`src/rtl/temp_i2c_reader.sv`:
```
// I2C master that reads the ADT7420 temperature register and outputs the raw
// 13-bit two's-complement code. SCL/SDA are open-drain via pull-low enables.
module temp_i2c_reader #(
  parameter int unsigned CLK_FREQ_HZ = 100_000_000,
  parameter int unsigned SCL_FREQ_HZ = 100_000,
  parameter logic [6:0]  DEV_ADDR    = 7'h4B,
  parameter logic [7:0]  REG_PTR     = 8'h00
) (
  input  logic        clk,
  input  logic        rst_n,
  input  logic        start,
  input  logic        sda_i,
  output logic        scl_oe,
  output logic        sda_oe,
  output logic [12:0] tc,
  output logic        tc_valid,
  output logic        busy,
  output logic        ack_err
);
  localparam int unsigned QDIV  = CLK_FREQ_HZ / (4 * SCL_FREQ_HZ);
  localparam int unsigned TW    = (QDIV > 1) ? $clog2(QDIV) : 1;
  localparam logic [TW-1:0] QLAST = TW'(QDIV - 1);

  localparam logic [2:0] B_ADW = 3'd0, B_PTR = 3'd1, B_ADR = 3'd2, B_MSB = 3'd3, B_LSB = 3'd4;

  typedef enum logic [3:0] {
    S_IDLE, S_START, S_TX_BYTE, S_RX_ACK, S_RSTART, S_RX_BYTE, S_TX_ACK, S_STOP, S_DONE
  } state_e;

  state_e        state_q, state_d;
  logic [TW-1:0] tick_q, tick_d;
  logic [1:0]    qtr_q, qtr_d;
  logic [2:0]    bit_q, bit_d;
  logic [2:0]    byte_q, byte_d;
  logic          samp_q, samp_d;
  logic [7:0]    rx_q, rx_d;
  logic [7:0]    msb_q, msb_d;
  logic [12:0]   tc_q, tc_d;
  logic          tc_valid_q, tc_valid_d;
  logic          ack_err_q, ack_err_d;
  logic          scl_oe_q, scl_oe_d;
  logic          sda_oe_q, sda_oe_d;

  logic       qend, slot_end, samp_pt, low_half;
  logic [7:0] tx_byte;

  always_comb begin
    qend     = (tick_q == QLAST);
    slot_end = qend && (qtr_q == 2'd3);
    samp_pt  = qend && (qtr_q == 2'd2);
    low_half = ~qtr_q[1];

    case (byte_q)
      B_ADW:   tx_byte = {DEV_ADDR, 1'b0};
      B_PTR:   tx_byte = REG_PTR;
      default: tx_byte = {DEV_ADDR, 1'b1};
    endcase

    state_d    = state_q;
    tick_d     = qend ? '0 : tick_q + 1'b1;
    qtr_d      = qend ? qtr_q + 2'd1 : qtr_q;
    bit_d      = bit_q;
    byte_d     = byte_q;
    samp_d     = samp_q;
    rx_d       = rx_q;
    msb_d      = msb_q;
    tc_d       = tc_q;
    tc_valid_d = 1'b0;
    ack_err_d  = ack_err_q;

    case (state_q)
      S_IDLE: if (start) begin
        state_d   = S_START;
        tick_d    = '0;
        qtr_d     = 2'd0;
        bit_d     = 3'd0;
        ack_err_d = 1'b0;
      end
      S_START: if (slot_end) begin
        state_d = S_TX_BYTE;
        byte_d  = B_ADW;
      end
      S_TX_BYTE: if (slot_end) begin
        bit_d = bit_q + 3'd1;
        if (bit_q == 3'd7) state_d = S_RX_ACK;
      end
      S_RX_ACK: begin
        if (samp_pt) samp_d = sda_i;
        if (slot_end) begin
          if (samp_q) begin
            ack_err_d = 1'b1;
            state_d   = S_STOP;
          end else begin
            case (byte_q)
              B_ADW:   begin state_d = S_TX_BYTE; byte_d = B_PTR; end
              B_PTR:   state_d = S_RSTART;
              default: begin state_d = S_RX_BYTE; byte_d = B_MSB; end
            endcase
          end
        end
      end
      S_RSTART: if (slot_end) begin
        state_d = S_TX_BYTE;
        byte_d  = B_ADR;
      end
      S_RX_BYTE: begin
        if (samp_pt) rx_d = {rx_q[6:0], sda_i};
        if (slot_end) begin
          bit_d = bit_q + 3'd1;
          if (bit_q == 3'd7) state_d = S_TX_ACK;
        end
      end
      S_TX_ACK: if (slot_end) begin
        if (byte_q == B_MSB) begin
          msb_d   = rx_q;
          byte_d  = B_LSB;
          state_d = S_RX_BYTE;
        end else begin
          state_d = S_STOP;
        end
      end
      S_STOP: if (slot_end) state_d = S_DONE;
      S_DONE: begin
        state_d = S_IDLE;
        if (!ack_err_q) begin
          tc_d       = {msb_q, rx_q[7:3]};
          tc_valid_d = 1'b1;
        end
      end
      default: state_d = S_IDLE;
    endcase

    // Line levels are registered off the current slot/quarter, so both pins
    // move on the same edge and never glitch from state decode.
    scl_oe_d = 1'b0;
    sda_oe_d = 1'b0;
    case (state_q)
      S_START:   begin scl_oe_d = qtr_q[1];  sda_oe_d = (qtr_q != 2'd0); end
      S_TX_BYTE: begin scl_oe_d = low_half;  sda_oe_d = ~tx_byte[3'd7 - bit_q]; end
      S_RX_ACK,
      S_RX_BYTE: scl_oe_d = low_half;
      S_TX_ACK:  begin scl_oe_d = low_half;  sda_oe_d = (byte_q == B_MSB); end
      S_RSTART:  begin scl_oe_d = (qtr_q == 2'd0) || (qtr_q == 2'd3); sda_oe_d = qtr_q[1]; end
      S_STOP:    begin scl_oe_d = low_half;  sda_oe_d = (qtr_q == 2'd1) || (qtr_q == 2'd2); end
      default:   ;
    endcase
  end

  always_ff @(posedge clk or negedge rst_n) begin
    if (!rst_n) begin
      state_q    <= S_IDLE;
      tick_q     <= '0;
      qtr_q      <= 2'd0;
      bit_q      <= 3'd0;
      byte_q     <= 3'd0;
      samp_q     <= 1'b0;
      rx_q       <= 8'd0;
      msb_q      <= 8'd0;
      tc_q       <= 13'd0;
      tc_valid_q <= 1'b0;
      ack_err_q  <= 1'b0;
      scl_oe_q   <= 1'b0;
      sda_oe_q   <= 1'b0;
    end else begin
      state_q    <= state_d;
      tick_q     <= tick_d;
      qtr_q      <= qtr_d;
      bit_q      <= bit_d;
      byte_q     <= byte_d;
      samp_q     <= samp_d;
      rx_q       <= rx_d;
      msb_q      <= msb_d;
      tc_q       <= tc_d;
      tc_valid_q <= tc_valid_d;
      ack_err_q  <= ack_err_d;
      scl_oe_q   <= scl_oe_d;
      sda_oe_q   <= sda_oe_d;
    end
  end

  assign scl_oe   = scl_oe_q;
  assign sda_oe   = sda_oe_q;
  assign tc       = tc_q;
  assign tc_valid = tc_valid_q;
  assign busy     = (state_q != S_IDLE);
  assign ack_err  = ack_err_q;

endmodule

```
`config.mk`:
```
export PLATFORM = sky130hd
export DESIGN_NAME = temp_i2c_reader
export DESIGN_NICKNAME = d
export VERILOG_FILES = /design/src/rtl/temp_i2c_reader.sv
export SDC_FILE = /design/constraint.sdc
export NUM_CORES = 1
export LEC_CHECK = 0
export ABC_CLOCK_PERIOD_IN_PS = 3450
export CAP_MARGIN = 20
export CELL_PAD_IN_SITES_DETAIL_PLACEMENT = 1
export CELL_PAD_IN_SITES_GLOBAL_PLACEMENT = 1
export CORE_MARGIN = 3
export CORE_UTILIZATION = 30
export CTS_CLUSTER_DIAMETER = 200
export DETAILED_ROUTE_END_ITERATION = 10
export PLACE_DENSITY_LB_ADDON = 0.25
export SLEW_MARGIN = 20
export SYNTH_ARGS = -nofsm -noshare
export SYNTH_HDL_FRONTEND = slang
export SYNTH_SLANG_ARGS = --single-unit
export TNS_END_PERCENT = 10
```
`constraint.sdc`:
```
create_clock -name clk -period 3.45 [get_ports clk]
set_input_delay 0.69 -clock clk [delete_from_list [all_inputs] [get_ports clk]]
set_output_delay 0.69 -clock clk [all_outputs]
set_load 0.01 [all_outputs]
```
# [Word-level counts from Yosys, hierarchy flattened]
# Index checks and enable logic that the tools add are counted.
[totals] input_bits=4 output_inout_bits=18 elab_cells=116 ff_bits=54
[op_classes] mux=41 n_lt_le_gt_ge=1 reduce_logical=23 eq_ne=31 n_addsub=4 n_bitwise=3
[ops] op="4-bit 2-to-1 mux" n=9
[ops] op="2-bit != test (second input constant)" n=14
[ops] op="4-bit case mux with 7 select lines" n=1
[ops] op="3-bit 2-to-1 mux" n=9
[ops] op="8-bit 2-to-1 mux" n=3
[ops] op="3-bit case mux with 2 select lines" n=3
[ops] op="4-bit by 3-bit == test with 1-bit output (second input constant)" n=4
[ops] op="8-bit case mux with 2 select lines" n=1
[ops] op="3-bit case mux with 4 select lines" n=1
[ops] op="9-bit AND reduction" n=1
[ops] op="8-bit by 1-bit adder with 8-bit output (second input constant)" n=1
[ops] op="4-bit by 2-bit == test with 1-bit output (second input constant)" n=2
[ops] op="8-bit == test (second input constant)" n=1
[ops] op="2-bit 2-to-1 mux" n=4
[ops] op="8-bit AND reduction" n=1
[ops] op="4-bit nonzero test" n=2
[ops] op="1-bit 2-to-1 mux" n=6
[ops] op="2-bit AND reduction" n=3
[ops] op="3-bit AND reduction" n=2
[ops] op="2-bit nonzero test" n=3
[ops] op="1-bit case mux with 5 select lines" n=1
[ops] op="5-bit OR reduction" n=1
[ops] op="2-bit == test (second input constant)" n=2
[ops] op="4-bit by 1-bit == test with 1-bit output (second input constant)" n=1
[ops] op="other kinds (21)" n=27

# [Depth between registers and ports, before layout]
[depth] ltp_word=6 mapped_depth=8 ltp_nobuf=7

# [Least setup slack after synthesis]
# No wires, ideal clock.
[synth_path] kind="register to register" startpoint="reg tick_q[1]" endpoint="reg msb_q[0]" n_path_buf=0 required_ns=3.325 setup_ns=0.125 slack_ns=1.742 path_stages_with_launch=7 arrival_time_ns=1.584 synth_period_minus_slack_ns=1.708 cell_sequence="dfrtp_1 -> inv_1 -> ha_1 -> and4_1 -> nand3_1 -> nor3_4 -> mux2_2"
[synth_between] elab_chain_cells=3
[synth_rtl] element="start: declaration" line="31" rtl="logic [TW-1:0] tick_q, tick_d;"
[synth_rtl] element="start signal: assignment" line="166" rtl="tick_q <= tick_d;"
[synth_rtl] element="8-bit == test" line="48" rtl="qend = (tick_q == QLAST);"
[synth_rtl] element="1-bit logical AND" line="49" rtl="slot_end = qend && (qtr_q == 2'd3);"
[synth_rtl] element="3-bit AND reduction (no line)"
[synth_rtl] element="end signal: assignment" line="172" rtl="msb_q <= msb_d;"
[synth_rtl] element="end: declaration" line="37" rtl="logic [7:0] msb_q, msb_d;"
# Every way passes these cells.
# A chain may end at the register's enable or synchronous reset.

# [Worst setup path after layout]
[layout_path] startpoint="reg state_q[1]" endpoint="out busy"
[layout_between] elab_chain_cells=1
[layout_rtl] element="start: declaration" line="30" rtl="state_e state_q, state_d;"
[layout_rtl] element="start signal: assignment" line="165" rtl="state_q <= state_d;"
[layout_rtl] element="4-bit nonzero test" line="185" rtl="assign busy = (state_q != S_IDLE);"
[layout_rtl] element="end: declaration" line="17" rtl="output logic busy,"
# Every way passes these cells.

==> flow_metrics.tcl <==
set metrics [dict create \
    fin_skew_ns 0.00748 \
    finalCritPeriodShare 0.786 \
    postCtsResizedCells 0 \
    wl_um 5230 \
    grt_antenna_before_repair 0 \
    vdd_ir_drop_max_mv 0.334 \
    worst_pin_slew_ns 0.932 \
    worst-path-stages 3 \
    clock_path_buffers 2 \
    power_density_mw_per_mm2 594 \
    path_max_fanout 19 \
    synth-async-reset-ratio 1.00 \
    yosysSeqAreaShare 0.509 \
    grt_use_total 0.117 \
    drtIter0Drc 49 \
    place_hpwl_um 3830 \
    viasPerCell 4.81 \
    total_power_mw 1.80 \
    status "finished, final reports clean" \
    start_util 0.317 \
    worstPathRequired_ns 2.76 \
    rsz0062_at_grt "false" \
    grt_max_degree 38 \
    nNetsFinal 256 \
    worstRegToRegCells 3 \
    arrival_ns 2.02 \
    ys.warnings.count 0 \
    io_buffers 21 \
    clock_sink_count 54 \
    via_count 1689 \
    cp_slowest_cell "dfrtp_1" \
    fin_tns_setup_ns 0 \
    globalRouteOverflowTotal 0 \
    synth_cells 226 \
    clk_latency_ns 0.31 \
    synth-seq-cells 54 \
    setup_viol 0 \
    fillers 908 \
    cp_num_buf_inv 2 \
    area_delta_synth_final_pct 14.2 \
    syn-cell-area_sq_mm 0.00265 \
    antenna_left 0 \
    numCtsBuffers 5 \
    die_y_um 100 \
    maxCapViolCount 0 \
    diodes 0 \
    avgSynthCellArea_sq_um 11.7 \
    gp_congestion 0.765 \
    leakage_nw 1.37 \
    ios 22 \
    period_minus_slack_ns 2.71 \
    synthFlopType "dfrtp_1" \
    hold_violations 0 \
    grt_pass1_vias 1782 \
    synth_nets 237 \
    grt_pass1_wl_um 9270 \
    cts_tree "yes" \
    max_slew_margin 0.376 \
    crit_chain "nor4_2, inv_2, clkdlybuf4s50_1" \
    cts_setup_buffers 0 \
    hp-class "in -> async" \
    max_freq_mhz 369 \
    post_drt_wl_per_cell_um 14.9 \
    drive_gt1_frac 0.224 \
    critPathMaxStageDelay_ns 0.61 \
    coreArea_sq_mm 0.00838 \
    synth_cell_types 51 \
    startpoint_type "flip-flop" \
    critPathCaptureType "primary output" \
    die_w_um 100 \
    ctsHoldBuffers 0 \
    cp_top_family "flip-flops" \
    drcViolationCount 0 \
    cts_max_level 2 \
    die-area_sq_mm 0.0100 \
    drv_slew 0 \
    path_class "reg -> out" \
    drtPass1Iterations 4 \
    synth-edff-count 0 \
    clk_pin_slew_ns 0.11 \
    fp-row-count 33 \
    cts-root-buf "clkbuf_8" \
]
-- area by class of cell --
| class | instances | area, sq um | area share |
|---|---|---|---|
| flip-flops and latches | 54 | 1350 | 0.446 |
| multi-input cells | 153 | 1200 | 0.397 |
| repair buffers | 22 | 213 | 0.0702 |
| well taps | 105 | 131 | 0.0434 |
| clock buffers | 5 | 68.8 | 0.0227 |
| inverters | 9 | 33.8 | 0.0111 |
| clock inverters | 3 | 28.8 | 0.00950 |
-- path summary, 6_finish.rpt --
path	start	to	slack [ns]
worst max-delay path	state_q[1]	busy	0.74
worst min-delay path	rst_n	msb_q[7]	0.28
worst max register to register	state_q[1]	tc[7]	1.22
worst min register to register	msb_q[3]	tc[8]	0.51
max in group asynchronous	rst_n	tick_q[3]	2.34
min in group clk	msb_q[3]	tc[8]	0.51
-- layout by cell type, fill, tap and decap left out, drive strengths merged, types with 2 or more instances in the layout --
master | Yosys | final
clkbuf | 3 | 5
nand3b | 2 | 2
nor2 | 16 | 16
o2111ai | 2 | 2
ha | 7 | 7
or3 | 2 | 2
xor2 | 5 | 5
clkdlybuf4s50 | 0 | 20
nand2b | 5 | 5
and3 | 2 | 2
nor3 | 3 | 3
nor4 | 3 | 3
o21ai | 10 | 10
a21oi | 11 | 11
o211ai | 2 | 2
buf | 7 | 2
o22a | 2 | 2
dfrtp | 54 | 54
nand2 | 14 | 14
mux2 | 35 | 35
and4 | 3 | 3
clkinv | 0 | 2
xnor2 | 4 | 4
nand3 | 9 | 9
inv | 9 | 10
-- through the flow --
stage	setup slack, ns	instances	utilization	instance area [sq um]	hold slack (ns)
after floorplan	1.74	226	-	2650	0.394
after global placement	1.12	343	0.350	2930	0.488
after detailed placement	1.08	343	0.350	2930	0.491
after CTS	0.704	351	0.362	3030	0.293
after global routing	0.586	351	0.362	3030	0.296
final	0.739	351	0.362	3030	0.284
-- routing by layer --
metal / global-route usage / share of wire
met1: 0.164 / 0.49
met2: 0.180 / 0.47
met3: 0.0285 / 0.022
met4: 0.0373 / 0.013
met5: 0 / 0
-- registers in the layout, indices dropped and copies added, names as in the netlist --
| signal | flops |
|---|---|
| byte_q | 3 |
| ack_err | 1 |
| rx_q | 8 |
| scl_oe | 1 |
| qtr_q | 2 |
| sda_oe | 1 |
| state_q | 4 |
| msb_q | 8 |
| tc_valid | 1 |
| tc | 13 |
| bit_q | 3 |
| tick_q | 8 |
| samp_q | 1 |
-- synthesized netlist by cell type, types with 2 or more instances --
library cell,instances,area share
dfrtp_1,54,0.51
ha_1,7,0.033
and4_1,3,0.0099
nand2b_1,5,0.012
xor2_1,5,0.017
clkbuf_1,2,0.0028
nand2_1,14,0.020
nand3b_1,2,0.0057
a21oi_1,11,0.021
o21ai_0,9,0.017
buf_2,3,0.0057
mux2_2,32,0.14
xnor2_1,4,0.013
buf_6,2,0.0085
nor2_1,16,0.023
o22a_1,2,0.0066
nor4_1,2,0.0047
mux2_1,3,0.013
buf_4,2,0.0057
inv_1,8,0.011
nand3_1,8,0.015
and3_1,2,0.0047
nor3_1,2,0.0038
-- power by group --
group / internal [mW] / total [mW] / switching (mW)
Combinational: 0.266 / 0.544 / 0.279
Sequential: 0.718 / 0.877 / 0.159
Clock: 0.151 / 0.379 / 0.228
Total: 1.13 / 1.80 / 0.666
-- logic make-up after synthesis --
logic type,Yosys count,share of synthesized area
simple gates,68,0.156
compound gates,34,0.0868
mux,35,0.149
fa+ha+maj,7,0.0330
flops,54,0.509
xor+xnor,9,0.0297
buf+inv,19,0.0372
(Power assumes the default switching activity.)
==> RTL change 1: new RTL, same flow settings <==
Put one more register stage on the output `ack_err`, with the module's reset. The value now appears one clock later. The other outputs are not delayed to match.
--- a/src/rtl/temp_i2c_reader.sv
+++ b/src/rtl/temp_i2c_reader.sv
@@ -183,7 +183,13 @@
   assign tc       = tc_q;
   assign tc_valid = tc_valid_q;
   assign busy     = (state_q != S_IDLE);
-  assign ack_err  = ack_err_q;
+  always_ff @(posedge clk or negedge rst_n) begin
+    if (!rst_n) begin
+      ack_err <= '0;
+    end else begin
+      ack_err <= ack_err_q;
+    end
+  end
 
 endmodule
 
Function: same outputs for any inputs over 10 cycles, from zero or initial values and one cycle with rst_n low; that may be too few to reach the edited logic, so the function may still have changed.
==> RTL change 1 against the original RTL <==
- register-to-register slack gained 0.13 ns
- sequential power decreased by 3.4%
- combinational power is 31% lower
- largest power group unchanged
- sequential cell count is 1 higher
- final cell count is 0.28% lower
- total power fell by 11%
- synthesized cell count is 0.44% lower
- largest cell class unchanged
- cell area increased by 1.7%
- area after synthesis rose by 1.3%
- fmax increased by 8.4%
- worst setup slack gained 0.21 ns
- sequential share of layout area is 0.051 points higher
- non-clock buffer count did not move
- wire length is 3.9% higher
- critical path type unchanged
==> RTL change 1: results <==
metrics = {
    "place": {
        "placed_cell_area_um2": 2980,
        "place_inst": 342,
        "routabilityCongestion": 0.767,
        "dp_slack_ns": 1.29,
        "dpl.hpwl_um": 3850,
        "port_buffers": 21,
    },
    "grt": {
        "grtUsageTotal": 0.117,
        "grt_max_degree": 50,
        "grt_pass1_wl_um": 9410,
        "antenna_found_initial": 0,
        "grt_pass1_vias": 1788,
    },
    "critical_path": {
        "r2r_end": "msb_q[4]",
        "endpoint": "busy",
        "r2r_setup_slack_ns": 1.35,
        "ff2ff_path_depth": 3,
        "worstPathMaxFanout": 20,
        "arrival_ns": 1.81,
    },
    "clock_network": {
        "clkSlewWorstSetupHoldPaths_ns": 0.11,
        "cts_buffers": 5,
        "cts_resized": 0,
        "h-tree-depth": 2,
    },
    "synthesis": {
        "ys_async_sr_fraction": 1.00,
        "synth_nets": 236,
        "yosysWarnings": 0,
        "synth_commonest_cells": "dfrtp_1, mux2_2, nor2_1",
        "ys_types": 50,
        "synth_area_leaders": "dfrtp_1, mux2_2, mux2_1",
        "ys_seq_area_frac": 0.512,
        "syn_inst": 225,
    },
    "final_layout": {
        "largest_register_ff_count": 13,
        "n_antenna_cell": 0,
        "nets": 255,
        "final_cells": 350,
        "drive_gt1_frac": 0.188,
    },
    "power": {
        "vdd_drop_max_uv": 152,
        "leakage_nw": 1.41,
    },
    "drt": {
        "drtIter0Drc": 66,
        "via_per_inst": 5.09,
        "drt_wl_total_um": 5440,
        "drtPass1Iterations": 4,
    },
    "worst_hold_path": {
        "hp-class": "in2async",
    },
    "status": {
        "status": "complete, no violations",
    },
    "sta": {
        "maxSlewHeadroom": 0.553,
        "skew_ns": 0.00712,
        "finalCritPeriodShare": 0.725,
    },
}
## RTL change 1: critical path, stage by stage (launching register included)
cell and delay, ns:
dfrtp_1 0.75, nor3_2 0.12, nand2b_1 0.10, clkdlybuf4s50_1 0.53
## RTL change 1: cells by family (layout without fill, tap and decap cells)
| group | Yosys count | after routing | share of synthesized area |
|---|---|---|---|
| xor gates and xnor gates | 8 | 8 | 0.0261 |
| AOI/OAI and AO/OA | 36 | 36 | 0.0959 |
| adders and majority gates | 7 | 7 | 0.0326 |
| buffers and inverters | 18 | 38 | 0.0307 |
| DFF | 55 | 55 | 0.512 |
| muxes | 34 | 34 | 0.142 |
| and+or+nand+nor | 67 | 67 | 0.161 |
## RTL change 1: worst min path at each step
stage | endpoint | cells past startpoint | slack [ns]
after global placement | ack_err | 0 | 0.43
after floorplan | ack_err | 0 | 0.37
after global routing | tc[11] | 1 | 0.41
after detailed placement | ack_err | 0 | 0.44
final | tc[4] | 1 | 0.37
after CTS | ack_err | 0 | 0.46
## RTL change 1: layout make-up
| cell class | count | area [um2] |
|---|---|---|
| Inverter | 8 | 30.0 |
| Tap cell | 105 | 131 |
| Clock buffer | 5 | 68.8 |
| Clock inverter | 3 | 31.3 |
| Multi-Input combinational cell | 152 | 1230 |
| Fill cell | 934 | 5380 |
| Sequential cell | 55 | 1380 |
| Timing Repair Buffer | 22 | 215 |
## RTL change 1: layer usage
| metal | GRT usage | vias up | part of all wire |
|---|---|---|---|
| met5 | 0 | - | 0 |
| met4 | 0.0311 | 0 | 0.0074 |
| met3 | 0.0284 | 2 | 0.028 |
| met2 | 0.170 | 22 | 0.45 |
| met1 | 0.174 | 912 | 0.52 |
| li1 | - | 847 | - |
## RTL change 1: power breakdown
part	switching [mW]	internal, mW
Clock	0.232	0.155
Combinational	0.184	0.193
Sequential	0.131	0.716
==> RTL change 2: new RTL, same flow settings <==
Made on the original files. The parameter `SCL_FREQ_HZ` goes from 100_000 to 200_000.
--- a/src/rtl/temp_i2c_reader.sv
+++ b/src/rtl/temp_i2c_reader.sv
@@ -2,7 +2,7 @@
 // 13-bit two's-complement code. SCL/SDA are open-drain via pull-low enables.
 module temp_i2c_reader #(
   parameter int unsigned CLK_FREQ_HZ = 100_000_000,
-  parameter int unsigned SCL_FREQ_HZ = 100_000,
+  parameter int unsigned SCL_FREQ_HZ = 200_000,
   parameter logic [6:0]  DEV_ADDR    = 7'h4B,
   parameter logic [7:0]  REG_PTR     = 8'h00
 ) (
Check against the original RTL: no difference found for any inputs over 10 cycles, from zero or initial values and one cycle with rst_n low; that may be too few to reach the edited logic, so the function may still have changed.
==> RTL change 2 against the original RTL <==
- die area shrank 2.7%
- area after synthesis decreased by 2.8%
- fmax up 6.3%
- sequential share of layout area is 0.15 points higher
- sequential cell count decreased by 1
- cell area down 2.2%
- wire length up 3.2%
- worst setup slack better by 0.16 ns
Power is not compared: it rests on default switching activity, and its combinational part moved more than twofold at a synthesized area within 25%.
==> RTL change 2: results <==
metrics = {
    "critical_path": {
        "arrival_ns": 1.86,
        "ff2ff_path_depth": 4,
        "worstPathMaxFanout": 21,
        "cpLargestDelayFamily": "flip-flops",
        "max_stage_delay_ns": 0.74,
    },
    "place": {
        "place_inst": 363,
        "routabilityCongestion": 0.738,
        "dpl.hpwl_um": 3790,
        "dp_slack_ns": 1.23,
    },
    "grt": {
        "grtUsageMet3": 0.0269,
        "grt_use_met1": 0.169,
        "grt_max_degree": 30,
    },
    "clock_network": {
        "clkSlewWorstSetupHoldPaths_ns": 0.09,
    },
    "final_layout": {
        "drive_gt1_frac": 0.139,
        "nets": 276,
    },
    "sta": {
        "skew_ns": 0.00826,
    },
    "synthesis": {
        "synth_area_leaders": "dfrtp_1, mux2_2, nand2_1",
        "syn_inst": 246,
        "synth_nets": 257,
        "synth_commonest_cells": "dfrtp_1, nand2_1, mux2_2",
    },
    "status": {
        "status": "complete, no violations",
    },
    "drt": {
        "drtIter0Drc": 122,
        "wl_met3_um": 174,
        "wl_met2_um": 2470,
        "met1Wirelength_um": 2680,
        "drt_wl_total_um": 5400,
    },
}
[RTL change 2: layout make-up]
type,count,area [um2]
Sequential cell,53,1330
Clock buffer,6,72.6
Fill cell,924,5340
Timing Repair Buffer,24,228
Inverter,10,37.5
Multi-Input combinational cell,171,1150
Clock inverter,2,13.8
Tap cell,105,131
[RTL change 2: cells by family after synthesis]
family / synth area share
AO/OA/AOI/OAI: 0.0839
XOR/XNOR: 0.0272
adder cells (fa/ha/maj): 0.0340
buffers and inverters: 0.0378
flip-flops: 0.514
multiplexers: 0.0946
AND/OR/NAND/NOR: 0.208
[RTL change 2: worst paths after layout]
path	startpoint	endpoint	slack, ns
max	state_q[0]	busy	0.90
min	rst_n	msb_q[6]	0.38
max reg2reg	state_q[0]	msb_q[0]	1.39
min reg2reg	msb_q[1]	tc[6]	0.47
max in group asynchronous	rst_n	tc[8]	2.28
min in group clk	msb_q[1]	tc[6]	0.47
